## src/rtl/vga_timing_gen.sv

```systemverilog
// VGA raster timing generator: pixel-rate divider, h/v position counters, registered
// sync/active decode, line/frame start strobes and a raster-locked frame-buffer address.
module vga_timing_gen #(
    parameter int H_ACTIVE  = 640,
    parameter int H_FP      = 16,
    parameter int H_SYNC    = 96,
    parameter int H_BP      = 48,
    parameter int V_ACTIVE  = 480,
    parameter int V_FP      = 10,
    parameter int V_SYNC    = 2,
    parameter int V_BP      = 33,
    parameter int PIX_DIV   = 2,
    parameter bit HSYNC_POL = 1'b0,
    parameter bit VSYNC_POL = 1'b0,
    parameter int CNT_W     = 10,
    parameter int ADDR_W    = 19
) (
    input  logic              clk,
    input  logic              rst,
    input  logic              enable,
    input  logic              frame_sync,
    output logic              pixel_tick,
    output logic [CNT_W-1:0]  h_count,
    output logic [CNT_W-1:0]  v_count,
    output logic              hsync,
    output logic              vsync,
    output logic              active,
    output logic              line_start,
    output logic              frame_start,
    output logic [ADDR_W-1:0] pix_addr
);

    localparam int H_TOTAL = H_ACTIVE + H_FP + H_SYNC + H_BP;
    localparam int V_TOTAL = V_ACTIVE + V_FP + V_SYNC + V_BP;
    localparam int DIV_W   = (PIX_DIV > 1) ? $clog2(PIX_DIV) : 1;

    localparam logic [DIV_W-1:0] DIV_LAST = DIV_W'(PIX_DIV - 1);
    localparam logic [CNT_W-1:0] H_LAST   = CNT_W'(H_TOTAL - 1);
    localparam logic [CNT_W-1:0] V_LAST   = CNT_W'(V_TOTAL - 1);
    localparam logic [CNT_W-1:0] H_ACT_C  = CNT_W'(H_ACTIVE);
    localparam logic [CNT_W-1:0] V_ACT_C  = CNT_W'(V_ACTIVE);
    localparam logic [CNT_W-1:0] HS_START = CNT_W'(H_ACTIVE + H_FP);
    localparam logic [CNT_W-1:0] HS_END   = CNT_W'(H_ACTIVE + H_FP + H_SYNC - 1);
    localparam logic [CNT_W-1:0] VS_START = CNT_W'(V_ACTIVE + V_FP);
    localparam logic [CNT_W-1:0] VS_END   = CNT_W'(V_ACTIVE + V_FP + V_SYNC - 1);

    if (PIX_DIV < 1 || (H_TOTAL - 1) >= (1 << CNT_W) || (V_TOTAL - 1) >= (1 << CNT_W)
        || (H_ACTIVE * V_ACTIVE) >= (1 << ADDR_W)) begin : g_bad_params
        $error("vga_timing_gen: raster does not fit CNT_W/ADDR_W, or PIX_DIV < 1");
    end

    function automatic logic in_range(logic [CNT_W-1:0] x, logic [CNT_W-1:0] lo,
                                      logic [CNT_W-1:0] hi);
        return (x >= lo) && (x <= hi);
    endfunction

    logic [DIV_W-1:0] div;
    logic             fs_prev;
    logic             ls_q;
    logic             fs_q;
    logic             tick;
    logic             resync;
    logic             sync_rise;
    logic             line_wrap;
    logic             frame_wrap;
    logic [CNT_W-1:0] h_next;
    logic [CNT_W-1:0] v_next;

    assign tick       = enable && (div == DIV_LAST);
    assign resync     = enable && frame_sync;
    assign sync_rise  = frame_sync && !fs_prev;
    assign line_wrap  = tick && (h_count == H_LAST);
    assign frame_wrap = line_wrap && (v_count == V_LAST);

    // Reset gating keeps the tick low during reset even when PIX_DIV=1 makes div==DIV_LAST.
    assign pixel_tick  = tick && !rst;
    assign line_start  = ls_q && enable;
    assign frame_start = fs_q && enable;

    // Next raster position; resync outranks the pixel tick.
    always_comb begin
        h_next = h_count;
        v_next = v_count;
        if (resync) begin
            h_next = '0;
            v_next = '0;
        end else if (tick) begin
            if (h_count == H_LAST) begin
                h_next = '0;
                v_next = (v_count == V_LAST) ? '0 : v_count + CNT_W'(1);
            end else begin
                h_next = h_count + CNT_W'(1);
            end
        end
    end

    // Sync/active are decoded from the next position so they line up with the counters.
    always_ff @(posedge clk or posedge rst) begin
        if (rst) begin
            div      <= '0;
            h_count  <= '0;
            v_count  <= '0;
            pix_addr <= '0;
            hsync    <= ~HSYNC_POL;
            vsync    <= ~VSYNC_POL;
            active   <= 1'b1;
            ls_q     <= 1'b0;
            fs_q     <= 1'b0;
            fs_prev  <= 1'b0;
        end else begin
            h_count <= h_next;
            v_count <= v_next;
            hsync   <= in_range(h_next, HS_START, HS_END) ? HSYNC_POL : ~HSYNC_POL;
            vsync   <= in_range(v_next, VS_START, VS_END) ? VSYNC_POL : ~VSYNC_POL;
            active  <= (h_next < H_ACT_C) && (v_next < V_ACT_C);

            if (resync) begin
                div <= '0;
            end else if (enable) begin
                div <= tick ? '0 : div + DIV_W'(1);
            end

            if (resync || frame_wrap) begin
                pix_addr <= '0;
            end else if (tick && active) begin
                pix_addr <= pix_addr + ADDR_W'(1);
            end

            ls_q <= resync ? sync_rise : line_wrap;
            fs_q <= resync ? sync_rise : frame_wrap;
            if (enable) begin
                fs_prev <= frame_sync;
            end
        end
    end

endmodule
```

## config.mk

```make
export PLATFORM = sky130hd
export DESIGN_NAME = vga_timing_gen
export DESIGN_NICKNAME = d
export VERILOG_FILES = /design/src/rtl/vga_timing_gen.sv
export SDC_FILE = /design/constraint.sdc
export NUM_CORES = 1
export LEC_CHECK = 0
export ABC_AREA = 1
export CAP_MARGIN = 20
export CELL_PAD_IN_SITES_DETAIL_PLACEMENT = 1
export CELL_PAD_IN_SITES_GLOBAL_PLACEMENT = 2
export CORE_ASPECT_RATIO = 0.6
export CORE_MARGIN = 5
export CORE_UTILIZATION = 37
export CTS_BUF_LIST = sky130_fd_sc_hd__clkbuf_4
export DETAILED_ROUTE_END_ITERATION = 6
export DONT_BUFFER_PORTS = 1
export GPL_ROUTABILITY_DRIVEN = 0
export PLACE_DENSITY_LB_ADDON = 0.2
export SLEW_MARGIN = 20
export SYNTH_ARGS = -nofsm -noshare
export SYNTH_HDL_FRONTEND = slang
export SYNTH_SLANG_ARGS = --single-unit
```

## constraint.sdc

```tcl
create_clock -name clk -period 2.3 [get_ports clk]
set_clock_uncertainty 0.2 [all_clocks]
set_input_delay 0.46 -clock clk [delete_from_list [all_inputs] [get_ports clk]]
set_output_delay 0.46 -clock clk [all_outputs]
set_load 0.01 [all_outputs]
```

==> results.py, run 1 <==
metrics = {
    "synthesis": {
        "synthCells": 371,
        "yosys-top-cells-area": "dfrtp_1 (39%), nand2_1 (11%), inv_1 (7.5%)",
        "yosys-top-cells-count": "nand2_1 (80), inv_1 (55), nor2_1 (47)",
        "avgSynthCellArea_um2": 7.44,
        "synth_area_um2": 2760,
        "synth_warnings": 0,
        "async_reset_ff_share_pct": 100,
        "yosysTopAreaCell": "dfrtp_1",
        "ys_ff_latch": 46,
        "synth_top_area_share_pct": 39.0,
        "synth_edf_count": 0,
        "ys_types": 30,
        "synth_flop_cell": "dfrtp_1",
        "syn-num-nets": 379,
        "seq_area_frac_synth_pct": 41.8,
        "synth_most_common_cell": "nand2_1",
    },
    "place": {
        "numPortBuffers": 0,
        "dp_hpwl_um": 7010,
    },
    "cells_and_area": {
        "antennaDiodeCount": 0,
        "n_fill_cell": 950,
        "drive_gt1_share_pct": 16.6,
        "synthToLayoutAreaGrowth_pct": 14.0,
        "finish.utilization_pct": 43.3,
        "final_nets": 412,
    },
    "critical_path": {
        "path_max_fanout": 10,
        "crit_slowest_cell": "dfrtp_1",
        "critPathCaptureType": "register",
        "crit_chain": "nand2_2 -> inv_2 -> nand3_1 -> nor2_2 -> nor2_2 -> clkinv_2 -> o21ai_2 -> nand3_1 -> nor2_1 -> nand2_1",
        "cp.required_ns": 2.42,
        "criticalPathCategory": "register to register",
        "max_stage_delay_ns": 0.44,
        "cp-start-kind": "register",
        "critical_path_arrival_ns": 2.22,
        "reg2reg_slack_ns": 0.20,
    },
    "routing": {
        "wl_per_cell_um": 17.2,
        "drt-vias-per-instance": 5.00,
        "ant_nets": 0,
        "drt_iter0_drc": 130,
        "first_pass_iters": 4,
        "vias": 2540,
        "totalWireLength_um": 8720,
        "drcViolationCount": 0,
    },
    "global_route": {
        "gr-total-overflow": 0,
        "antenna_found_initial": 0,
        "grt_max_degree": 24,
        "grt_util_all_layers_pct": 19.9,
        "grt_pass1_vias": 2602,
        "grt_pass1_wl_um": 14500,
    },
    "floorplanning": {
        "start_util_pct": 38.0,
        "io_pins": 49,
        "rows": 24,
        "fp.dieW_um": 122,
        "core_area_um2": 7270,
        "die_area_um2": 9350,
        "die_h_um": 76.9,
    },
    "timing": {
        "tightest_slew_ns": 0.524,
        "fin_crit_ns": 2.10,
        "max_freq_mhz": 476,
        "setup_violations": 0,
        "hold_viol": 0,
        "fin_crit_sh_pct": 91.4,
        "maxSlewHeadroom_pct": 65.0,
        "rsz0062_at_grt": "true",
        "setup_tns_ns": 0,
        "slew_violations": 0,
    },
    "clocking": {
        "cts_max_level": 2,
        "clock_path_buffers": 2,
        "postCtsSetupRepairBufs": 0,
        "numCtsBuffers": 5,
        "ctsRootBufferMaster": "clkbuf_4",
        "cts.clk_slew.worst_paths_ns": 0.13,
        "cts_tree": "yes",
        "clock_latency_ns": 0.39,
        "cts.sinks": 46,
    },
    "outcome": {
        "status": "finished clean",
    },
    "pwr": {
        "peakVddDrop_v": 0.000184,
        "p_leak_uw": 0.00146,
        "p_per_area_nw_per_um2": 521,
    },
    "min_path": {
        "hp-class": "input port to register",
    },
    "flow_run": {
        "cap_violations": 0,
    },
}
==> final timing paths <==
| path | startpoint | endpoint | depth (start not counted) |
|---|---|---|---|
| max in group asynchronous | rst | active | 3 |
| min in group asynchronous | rst | pix_addr[10] | 2 |
| worst min register to register | fs_prev | fs_q | 1 |
| worst min-delay path | enable | div | 2 |
| worst max-delay path | div | vsync | 10 |
| worst max register to register | div | vsync | 10 |
==> cell families after synthesis <==
group,share of synthesized area (%)
compound gates,7.52
xor+xnor,3.49
fa+ha+maj,1.81
buf+inv,9.20
flops,41.8
simple gates,36.2
==> placed cells by master, fill, tap and decap left out, types with 3 or more instances in the layout <==
cell / synthesis / routed
a21oi_1: 11 / 11
buf_4: 1 / 26
clkbuf_4: 0 / 6
dfrtp_1: 43 / 43
dfstp_2: 3 / 3
dlygate4sd3_1: 0 / 3
ha_1: 4 / 4
inv_1: 55 / 54
inv_2: 5 / 6
nand2_1: 80 / 80
nand2_2: 4 / 3
nand3_1: 28 / 28
nand4_1: 14 / 14
nor2_1: 47 / 47
nor2_2: 8 / 8
nor2_4: 7 / 7
nor3_1: 12 / 12
o21ai_0: 14 / 14
o21ai_1: 9 / 9
xor2_1: 10 / 10
==> stage by stage <==
| stage | setup WS, ns | hold slack (ns) | total power, uW | area [um^2] | instances |
|---|---|---|---|---|---|
| global route | -0.0109 | 0.0230 | 1730 | 3150 | 508 |
| floorplan | 0.398 | 0.243 | 1110 | 2760 | 371 |
| CTS | 0.0921 | 0.0315 | 1650 | 3140 | 508 |
| global placement | 0.158 | 0.209 | 1230 | 3060 | 498 |
| finish | 0.199 | 0.0430 | 1640 | 3150 | 508 |
| detailed placement | 0.112 | 0.218 | 1240 | 3060 | 498 |
==> where the power goes <==
| group | switching, uW | leakage (uW) | internal, uW |
|---|---|---|---|
| combinational | 217 | 0.000811 | 99.2 |
| clock | 283 | 0.0000292 | 123 |
| sequential | 57.2 | 0.000621 | 859 |
==> worst max-delay path, delay by kind of cell, from the launching register on <==
kind / cells / cell delay [ns]
buffers and inverters: 2 / 0.33
AOI/OAI and AO/OA: 1 / 0.19
and+or+nand+nor: 7 / 0.91
DFF: 1 / 0.44
==> final cells by class <==
type	count	area, um^2	share of cell area (%)
Inverter	61	230	7.32
Clock inverter	1	3.75	0.119
Sequential cell	46	1150	36.7
Timing Repair Buffer	29	225	7.16
Tap cell	104	130	4.14
Clock buffer	6	45.0	1.43
Multi-Input combinational cell	261	1360	43.1
==> per-layer routing <==
layer / up-vias / global-route usage (%) / wire (um)
li1: 1260 / - / -
met1: 1220 / 32.1 / 4850
met2: 53 / 25.1 / 3220
met3: 7 / 6.54 / 574
met4: 0 / 3.69 / 70
met5: - / 0 / 0
==> state kept, by name, summed over array words and instances (netlist names) <==
| register | count |
|---|---|
| active | 1 |
| vsync | 1 |
| fs_prev | 1 |
| fs_q | 1 |
| ls_q | 1 |
| pix_addr | 19 |
| v_count | 10 |
| hsync | 1 |
| div | 1 |
| h_count | 10 |
==> repair_timing <==
action                     CTS  global route
hold endpoints to repair    23             0
setup endpoints to repair    0             4
hold buffers                 3             0
resized for setup            0             1
Note: power is estimated with default switching activity, not from simulation.
==> inputs of run 2 (changes only) <==
Settings changed: CORE_UTILIZATION 37 to 31.
==> run 2 against run 1 <==
Sequential share of layout area down 0.22 points. Die area up 17%. Flip-flop and latch count unchanged. Clock-buffer cell count down 1. First-iteration DRC count up 1.5%. Fmax down 0.97%. Via count down 0.71%. Worst setup slack worse by 0.021 ns. Register-to-register slack worse by 0.02 ns. Utilization down 6.4 points. Total power up 7.0%.
==> results.py, run 2 (synthesized netlist as in run 1, its figures left out) <==
metrics = {
    "outcome": {
        "status": "finished clean",
    },
    "clocking": {
        "ctsRootBufferMaster": "clkbuf_4",
        "numCtsBuffers": 5,
        "postCtsSetupRepairBufs": 0,
        "clock_path_buffers": 2,
        "cts.clk_slew.worst_paths_ns": 0.16,
        "cts.sinks": 46,
        "cts_max_level": 2,
        "clock_latency_ns": 0.39,
        "cts_tree": "yes",
    },
    "timing": {
        "tightest_slew_ns": 0.495,
        "slew_violations": 0,
        "setup_tns_ns": 0,
        "maxSlewHeadroom_pct": 66.7,
        "rsz0062_at_grt": "false",
        "setup_violations": 0,
        "max_freq_mhz": 471,
        "layout_setup_ws_ns": 0.178,
        "hold_ws_ns": 0.0405,
        "hold_viol": 0,
        "fin_crit_ns": 2.12,
        "fin_crit_sh_pct": 92.3,
    },
    "cells_and_area": {
        "final_common_cell": "nand2_1",
        "drive_gt1_share_pct": 16.3,
        "antennaDiodeCount": 0,
        "largest_register_ffs": 19,
        "final_nets": 407,
        "reg_top3": "pix_addr: 19 flops, h_count: 10 flops, v_count: 10 flops",
        "synthToLayoutAreaGrowth_pct": 14.6,
        "multi_input_area_um2": 1360,
        "finish.utilization_pct": 36.9,
        "regMostFlops": "pix_addr",
        "n_fill_cell": 1071,
        "seqCellArea_um2": 1150,
        "final_cell_mix": "nand2_1 (80), inv_1 (54), nor2_1 (47), dfrtp_1 (43), nand3_1 (27)",
    },
    "routing": {
        "drcViolationCount": 0,
        "vias": 2522,
        "first_pass_iters": 5,
        "drt_iter0_drc": 132,
        "ant_nets": 0,
        "totalWireLength_um": 8770,
        "wl_per_cell_um": 17.1,
        "drt-vias-per-instance": 4.93,
    },
    "critical_path": {
        "cp-start-kind": "register",
        "crit_chain": "nand2_2 -> inv_2 -> nand3_1 -> nor2_2 -> nor2_2 -> clkinv_2 -> o21ai_2 -> nand3_1 -> nor2_1 -> nand2_1",
        "reg2reg_depth": 10,
        "critPathTopFamily": "simple AND/OR/NAND/NOR gates",
        "crit_slowest_cell": "dfrtp_1",
        "critPathCaptureType": "register",
        "path_buf_inv": 2,
        "r2r_start": "div",
        "criticalPathCategory": "register to register",
        "reg2reg_slack_ns": 0.18,
        "path_max_fanout": 10,
        "critical_path_arrival_ns": 2.25,
        "max_stage_delay_ns": 0.46,
        "rr_endpoint": "vsync",
        "cp.required_ns": 2.43,
    },
    "floorplanning": {
        "core_area_um2": 8590,
        "rows": 26,
        "start_util_pct": 32.2,
        "die_h_um": 83.1,
        "die_area_um2": 11000,
        "io_pins": 49,
        "fp.dieW_um": 132,
    },
    "pwr": {
        "p_leak_uw": 0.00145,
        "peakVddDrop_v": 0.000179,
        "p_per_area_nw_per_um2": 554,
    },
    "global_route": {
        "antenna_found_initial": 0,
        "gr-total-overflow": 0,
        "grt_util_all_layers_pct": 16.2,
        "grt_pass1_wl_um": 14300,
        "grt_max_degree": 47,
        "grt_pass1_vias": 2486,
    },
    "min_path": {
        "hp-class": "input port to register",
        "min_path_cells": 2,
        "min_from": "enable",
        "hold_end": "div",
    },
    "flow_run": {
        "cap_violations": 0,
    },
    "place": {
        "dp_hpwl_um": 6990,
        "numPortBuffers": 0,
        "dp_slack_ns": 0.182,
    },
}
run 2: how the worst max path moves through the flow:
stage	startpoint	end	slack [ns]	cells after the start
floorplan	pix_addr[0]	pix_addr[12]	0.40	8
global placement	enable	vsync	0.19	10
detailed placement	enable	vsync	0.18	10
CTS	div	vsync	0.14	10
global route	v_count[1]	pix_addr[4]	0.002	12
finish	div	vsync	0.18	10
run 2: area by class of cell:
type	count	area share [%]
repair buffers	24	6.32
flip-flops and latches	46	36.5
multi-input cells	261	42.9
well taps	112	4.43
inverters	61	7.27
clock buffers	5	1.19
clock inverters	3	1.42
run 2: what timing repair did:
item,CTS,global route
setup endpoints to repair,0,2
hold endpoints to repair,45,0
hold buffers,3,0
resized for setup,0,2
run 2: where the power goes:
| part | internal, uW | total [uW] | switching, uW |
|---|---|---|---|
| combinational | 103 | 319 | 216 |
| clock | 228 | 517 | 289 |
| sequential | 859 | 917 | 58.7 |
run 2: stage by stage:
step | area [um^2] | cells | total power (uW)
final | 3170 | 512 | 1750
after global routing | 3170 | 512 | 1850
after CTS | 3160 | 512 | 1780
after detailed placement | 3050 | 501 | 1250
after global placement | 3050 | 501 | 1240
after floorplan | 2760 | 371 | 1110
run 2: routing by layer:
| layer | share of wire [%] | GRT usage [%] |
|---|---|---|
| met5 | 0 | 0 |
| met3 | 4.9 | 4.77 |
| met1 | 57 | 26.0 |
| met2 | 38 | 21.0 |
| met4 | 0.72 | 2.80 |
==> inputs of run 3 (changes only) <==
Settings changed: CAP_MARGIN 20 to 10.
==> results of run 3 <==
No change in the layout: final DEF, timing and power equal those of run 2.
